[src/rtl/eth_tx_framer.sv]
// Ethernet transmit framer.
//
// Takes a raw payload byte stream and produces a complete GMII-style transmit
// byte stream: preamble, SFD, 14-byte MAC header, payload, zero pad up to the
// minimum payload size, FCS (CRC-32), then an inter-frame gap. Frames that
// underrun or exceed the maximum payload are aborted with a GMII error cycle
// and the remainder of the input frame is discarded.
//
// Ports:
//   i_clk          125 MHz Ethernet clock
//   i_rst_n        synchronous active-low reset
//   i_tx_valid     payload byte valid
//   i_tx_data      payload byte
//   i_tx_last      final payload byte of the frame
//   o_tx_ready     payload byte accepted when valid & ready (registered)
//   i_dst_mac      destination MAC, latched at frame start
//   i_src_mac      source MAC, latched at frame start
//   i_ethertype    EtherType/length, latched at frame start
//   o_txd          GMII transmit byte
//   o_tx_en        GMII transmit enable
//   o_tx_er        GMII transmit error
//   o_frame_done   1-cycle pulse with the final FCS byte of a good frame
//   o_frame_err    1-cycle pulse with the error byte of an aborted frame
//
// The state register names the phase that drives the outputs on the NEXT edge;
// every output is a register loaded on that edge.

module eth_tx_framer #(
  parameter int unsigned PREAMBLE_LEN = 7,
  parameter int unsigned MIN_PAYLOAD  = 46,
  parameter int unsigned MAX_PAYLOAD  = 1500,
  parameter int unsigned IFG_CYCLES   = 12
) (
  input  logic        i_clk,
  input  logic        i_rst_n,
  input  logic        i_tx_valid,
  input  logic [7:0]  i_tx_data,
  input  logic        i_tx_last,
  output logic        o_tx_ready,
  input  logic [47:0] i_dst_mac,
  input  logic [47:0] i_src_mac,
  input  logic [15:0] i_ethertype,
  output logic [7:0]  o_txd,
  output logic        o_tx_en,
  output logic        o_tx_er,
  output logic        o_frame_done,
  output logic        o_frame_err
);

  typedef enum logic [3:0] {
    StIdle,
    StPreamble,
    StSfd,
    StHeader,
    StPayload,
    StPad,
    StFcs,
    StAbort,
    StDrain,
    StIfg
  } state_e;

  localparam logic [10:0] PreLen  = 11'(PREAMBLE_LEN);
  localparam logic [10:0] MinPay  = 11'(MIN_PAYLOAD);
  localparam logic [10:0] MaxPay  = 11'(MAX_PAYLOAD);
  localparam logic [10:0] IfgCyc  = 11'(IFG_CYCLES);
  localparam logic [10:0] HdrLast = 11'd13;
  localparam logic [31:0] CrcPoly = 32'hEDB8_8320;

  state_e        state_q;
  logic [10:0]   cnt_q;   // preamble / header / payload / FCS / gap byte counter
  logic [111:0]  hdr_q;   // latched header, shifted out MSB first
  logic [31:0]   crc_q;   // running CRC register (not yet complemented)

  logic [10:0]   cnt_inc;
  logic [31:0]   fcs;
  logic [31:0]   fcs_sh;

  // Byte-serial reflected CRC-32 update.
  function automatic logic [31:0] crc_step(input logic [31:0] crc, input logic [7:0] data);
    logic [31:0] c;
    c = crc ^ {24'd0, data};
    for (int i = 0; i < 8; i++) begin
      c = c[0] ? ((c >> 1) ^ CrcPoly) : (c >> 1);
    end
    return c;
  endfunction

  // Saturating increment so an absurdly long gap or drain can never wrap.
  assign cnt_inc = (cnt_q == '1) ? cnt_q : cnt_q + 11'd1;

  // FCS goes out complemented, least significant byte first.
  assign fcs    = ~crc_q;
  assign fcs_sh = fcs >> {cnt_q[1:0], 3'b000};

  always_ff @(posedge i_clk) begin
    if (!i_rst_n) begin
      state_q      <= StIdle;
      cnt_q        <= '0;
      hdr_q        <= '0;
      crc_q        <= '1;
      o_tx_ready   <= 1'b0;
      o_txd        <= 8'h00;
      o_tx_en      <= 1'b0;
      o_tx_er      <= 1'b0;
      o_frame_done <= 1'b0;
      o_frame_err  <= 1'b0;
    end else begin
      o_tx_er      <= 1'b0;
      o_frame_done <= 1'b0;
      o_frame_err  <= 1'b0;

      unique case (state_q)
        StIdle: begin
          o_tx_en    <= 1'b0;
          o_txd      <= 8'h00;
          o_tx_ready <= 1'b0;
          // Valid only starts the frame here; the byte itself is consumed later.
          if (i_tx_valid) begin
            hdr_q   <= {i_dst_mac, i_src_mac, i_ethertype};
            o_tx_en <= 1'b1;
            o_txd   <= 8'h55;
            cnt_q   <= 11'd1;
            state_q <= (PreLen > 11'd1) ? StPreamble : StSfd;
          end
        end

        StPreamble: begin
          o_txd <= 8'h55;
          cnt_q <= cnt_inc;
          if (cnt_inc >= PreLen) begin
            state_q <= StSfd;
          end
        end

        StSfd: begin
          o_txd   <= 8'hD5;
          crc_q   <= '1;
          cnt_q   <= '0;
          state_q <= StHeader;
        end

        StHeader: begin
          o_txd <= hdr_q[111:104];
          crc_q <= crc_step(crc_q, hdr_q[111:104]);
          hdr_q <= hdr_q << 8;
          cnt_q <= cnt_inc;
          // Ready rises with the last header byte so the first payload byte
          // is accepted in time to follow it without a hole.
          if (cnt_q == HdrLast) begin
            o_tx_ready <= 1'b1;
            cnt_q      <= '0;
            state_q    <= StPayload;
          end
        end

        StPayload: begin
          if (!o_tx_ready || !i_tx_valid) begin
            // Ready already low here means the maximum payload was reached
            // without last; otherwise the source ran dry mid-frame.
            o_txd       <= 8'h00;
            o_tx_er     <= 1'b1;
            o_frame_err <= 1'b1;
            o_tx_ready  <= 1'b0;
            state_q     <= StAbort;
          end else begin
            o_txd <= i_tx_data;
            crc_q <= crc_step(crc_q, i_tx_data);
            cnt_q <= cnt_inc;
            if (i_tx_last) begin
              o_tx_ready <= 1'b0;
              if (cnt_inc < MinPay) begin
                state_q <= StPad;
              end else begin
                cnt_q   <= '0;
                state_q <= StFcs;
              end
            end else if (cnt_inc >= MaxPay) begin
              o_tx_ready <= 1'b0;
            end
          end
        end

        StPad: begin
          o_txd <= 8'h00;
          crc_q <= crc_step(crc_q, 8'h00);
          cnt_q <= cnt_inc;
          if (cnt_inc >= MinPay) begin
            cnt_q   <= '0;
            state_q <= StFcs;
          end
        end

        StFcs: begin
          o_txd <= fcs_sh[7:0];
          cnt_q <= cnt_inc;
          if (cnt_q == 11'd3) begin
            o_frame_done <= 1'b1;
            cnt_q        <= '0;
            state_q      <= StIfg;
          end
        end

        StAbort: begin
          // Both abort causes fire before last is accepted, so the rest of
          // the input frame always has to be drained.
          o_tx_en    <= 1'b0;
          o_txd      <= 8'h00;
          o_tx_ready <= 1'b1;
          state_q    <= StDrain;
        end

        StDrain: begin
          o_tx_en <= 1'b0;
          o_txd   <= 8'h00;
          if (i_tx_valid && i_tx_last) begin
            o_tx_ready <= 1'b0;
            cnt_q      <= '0;
            state_q    <= StIfg;
          end
        end

        StIfg: begin
          // The last gap cycle is the one spent in IDLE detecting the next
          // frame, so IDLE's own cycle is counted here.
          o_tx_en <= 1'b0;
          o_txd   <= 8'h00;
          cnt_q   <= cnt_inc;
          if (cnt_inc >= IfgCyc) begin
            state_q <= StIdle;
          end
        end

        default: begin
          o_tx_en    <= 1'b0;
          o_txd      <= 8'h00;
          o_tx_ready <= 1'b0;
          state_q    <= StIdle;
        end
      endcase
    end
  end

endmodule

[config.mk]
export PLATFORM = sky130hd
export DESIGN_NAME = eth_tx_framer
export DESIGN_NICKNAME = d
export VERILOG_FILES = /design/src/rtl/eth_tx_framer.sv
export SDC_FILE = /design/constraint.sdc
export NUM_CORES = 1
export LEC_CHECK = 0
export CAP_MARGIN = 20
export CORE_MARGIN = 10
export CORE_UTILIZATION = 50
export DETAILED_ROUTE_END_ITERATION = 16
export GPL_ROUTABILITY_DRIVEN = 0
export PLACE_DENSITY = 0.75
export RECOVER_POWER = 25
export SLEW_MARGIN = 20
export SYNTH_ARGS = -nofsm -noshare
export SYNTH_HDL_FRONTEND = slang
export SYNTH_SLANG_ARGS = --single-unit
export TNS_END_PERCENT = 50
[constraint.sdc]
create_clock -name i_clk -period 2.85 [get_ports i_clk]
set_clock_uncertainty 0.15 [all_clocks]
set_input_delay 0.57 -clock i_clk [delete_from_list [all_inputs] [get_ports i_clk]]
set_output_delay 0.57 -clock i_clk [all_outputs]
set_load 0.005 [all_outputs]
==> metrics.md <==
| Metric | Value |
|---|---|
| Core area | 20200 um^2 |
| R2R Setup Slk | 90 ps |
| Clock Tree Root | clkbuf_16 |
| Ranking of synthesized cells by instance count | nand2_1, dfxtp_1, xnor2_1, a21oi_1, a22oi_1 |
| Clock transition at the registers of the reported paths | 70 ps |
| Largest net degree at the start of global routing | 94 |
| Synth cell types | 73 |
| Logic pwr share | 48.5% |
| H-tree depth | 4 |
| Worst Setup Start Kind | flop |
| Vias per Instance | 6.10 |
| Port Buffers | 136 |
| Yosys warnings | 0 |
| CP required | 3020 ps |
| Drt pass-1 iters | 7 |
| N_diodes | 0 |
| Antenna Nets Post-Route | 0 |
| CTS Buf Count | 17 |
| Nets | 1521 |
| Hold Buf Count CTS | 0 |
| Gr usage total | 24.8% |
| Dominant synthesized flop cell | dfxtp_1 |
| Dpl cell area | 12300 um^2 |
| Number of flops mapped to enable cells by yosys | 0 |
| Average size of a mapped cell | 8.20 um^2 |
| Clock share of power | 21.8% |
| Ys async rst share | 0% |
| Largest delay share family, worst path | XOR/XNOR gates |
| Vias in the first global route | 9830 |
| Vias | 10.2k |
| Mapped Cells | 1242 |
| Fin. Hold Viols | 0 |
| Final WL | 34000 um |
| Pwr dens | 816 nW/um^2 |
| Die Footprint | 26500 um^2 |
| Switching share of power | 40.4% |
| Reg-to-Reg End | crc_q[7] |
| Tcrit/Tclk final | 97.0% |
| CTS tree | yes |
| Area of the multi-input gates | 6260 um^2 |
| Crit path buf inv count | 2 |
| Post-synthesis register bit count | 171 |
| I/O pins | 137 |
| CTS Buffer Depth | 2 |
| Slew of the pin with the lowest slew margin | 864 ps |
| Fillers | 1744 |
| P&R area growth vs syn | 26.8% |
| Status | complete, no violations |
| Pint | 0.00628 W |
| Die W | 163 um |
| Layout cells sized above 1 | 12.5% |
| Reg area | 3420 um^2 |
| Clock sinks | 171 |
| Register area share after synthesis | 33.6% |
| Crit-path slowest cell | dfxtp_1 |
| CP max FO | 8 |
| Final Slew Violations | 0 |
| P_leak | 4.53 nW |
| Post-synth top area cell | dfxtp_1 |
| DRC errors left | 0 |
| Max-Cap Viols | 0 |
| Pre-CTS WS | -60.9 ps |
| Die height | 163 um |
| Hold Startpoint | hdr_q[72] |
| Synth top area share | 33.6% |
| Max-slew headroom | 42.0% |
| Worst path depth | 9 |
| Unrepaired setup endpoints after global routing | no |
| Antenna violations before repair | 1 |
| Crit path capture type | flop |
| Std cell rows | 52 |
| FF-to-FF Start | crc_q[0] |
| Maximum clock rate | 362 MHz |
| Initial core utilization | 50.5% |
| VDD IR max | 0.484 mV |
| Fin worst setup slack | 85.3 ps |
| End of the critical path | crc_q[7] |
| Register share of total power | 29.8% |
| Clk Latency, worst-skew pair | 440 ps |
| GR Overflow Total | 0 |
| Tot Pwr | 0.0105 W |
| Most frequent cell after synthesis | nand2_1 |
| Cell area after synthesis | 10200 um^2 |
| Period minus WS final | 2760 ps |
| P_sw | 0.00426 W |
| Crit path top cell by count | buf_4 |
| Crit Path Class | flop to flop |
| Syn_nets | 1368 |
| Design area | 12900 um^2 |
| Hold/Removal Path Class | flop to flop |
| CP Cell Sequence | buf_4 > xnor2_1 > xor2_2 > buf_4 > xor2_1 > o22ai_1 > or3_1 > a21oi_1 > o21ai_0 |
| Global-route wire length before repair | 53300 um |
| Final hold slack | 304 ps |
| # setup viols final | 0 |
| R2R depth | 9 |
| 1st-iter DRT viols | 1355 |
| CP startpoint | crc_q[0] |
| Synth area leaders | dfxtp_1, xnor2_1, a22oi_1 |
| WP data arrival | 2930 ps |
| CP peak stage delay | 580 ps |
| WL/cell | 20.2 um |
| Final HPWL DP | 23900 um |
## state kept, by name, summed over array words and instances (netlist names)
name and flops:
o_frame_done 1, state_q 4, o_frame_err 1, o_tx_ready 1, hdr_q 112, cnt_q 11, o_tx_en 1, o_txd 8
crc_q 32
## layout by cell type (no fill, tap or decap), drive strengths merged, types with 8 or more instances in the layout
cell type	n
a21oi	139
a221oi	11
a22oi	105
a31oi	11
buf	108
clkbuf	20
clkdlybuf4s50	122
dfxtp	171
dlygate4sd3	14
inv	20
mux4	8
nand2	175
nand2b	9
nand3	21
nor2	48
nor3	13
o211ai	12
o21ai	57
o221ai	10
o22ai	27
xnor2	154
xor2	48
## worst reg2reg max path, cell delays in order, from the launching register on
cell,delay [ps]
dfxtp_1,580
buf_4,290
xnor2_1,200
xor2_2,150
buf_4,170
xor2_1,380
o22ai_1,160
or3_1,340
a21oi_1,150
o21ai_0,80
## worst min-delay path by stage
| stage | endpoint | slack [ps] | cells after the start |
|---|---|---|---|
| 2_1_floorplan | hdr_q[0] | 290 | 2 |
| 4_1_cts | hdr_q[71] | 310 | 2 |
| 3_5_place_dp | hdr_q[33] | 300 | 2 |
| 5_1_grt | hdr_q[98] | 320 | 2 |
| 3_3_place_gp | hdr_q[19] | 290 | 2 |
| 6_report | hdr_q[72] | 300 | 2 |
## power groups by stage
stage	clock [W]	combinational [W]	sequential, W
after floorplan	0	0.00349	0.00307
after global placement	0	0.00487	0.00317
after detailed placement	0	0.00498	0.00318
after CTS	0.00232	0.00501	0.00313
after global routing	0.00243	0.00548	0.00319
final	0.00229	0.00511	0.00314
## routing by layer
layer	vias up	track usage [%]	part of all wire (%)
li1	4727	-	-
met1	4804	31.0	39
met2	599	38.1	45
met3	102	8.90	12
met4	0	9.63	3.7
met5	-	0	0
## stage by stage
step | utilization [%] | instances | setup TNS [ps]
after floorplan | - | 1242 | 0
after global placement | 61.1 | 1643 | -19.4
after detailed placement | 61.1 | 1643 | -109
after CTS | 63.9 | 1674 | 0
after global routing | 64.1 | 1677 | 0
final | 64.1 | 1677 | 0
## cells by family after synthesis
| group | Yosys count | synth area share [%] |
|---|---|---|
| AOI/OAI and AO/OA | 420 | 26.5 |
| and+or+nand+nor | 301 | 12.9 |
| xor gates and xnor gates | 205 | 19.0 |
| DFF | 171 | 33.6 |
| buffers and inverters | 128 | 5.26 |
| muxes | 15 | 2.48 |
| adders and majority gates | 2 | 0.246 |
## area by class of cell
cell class              instances  share of cell area, %
clock buffers                  17                   3.29
clock inverters                14                   1.21
inverters                      15                  0.455
multi-input cells             943                   48.4
flip-flops and latches        171                   26.5
well taps                     270                   2.61
repair buffers                247                   17.5
## repair_timing
action | in CTS | in global routing
setup buffers | 0 | 3
setup endpoints to repair | 0 | 12
gates resized for setup | 0 | 6
Note: power is estimated with default switching activity, not from simulation.
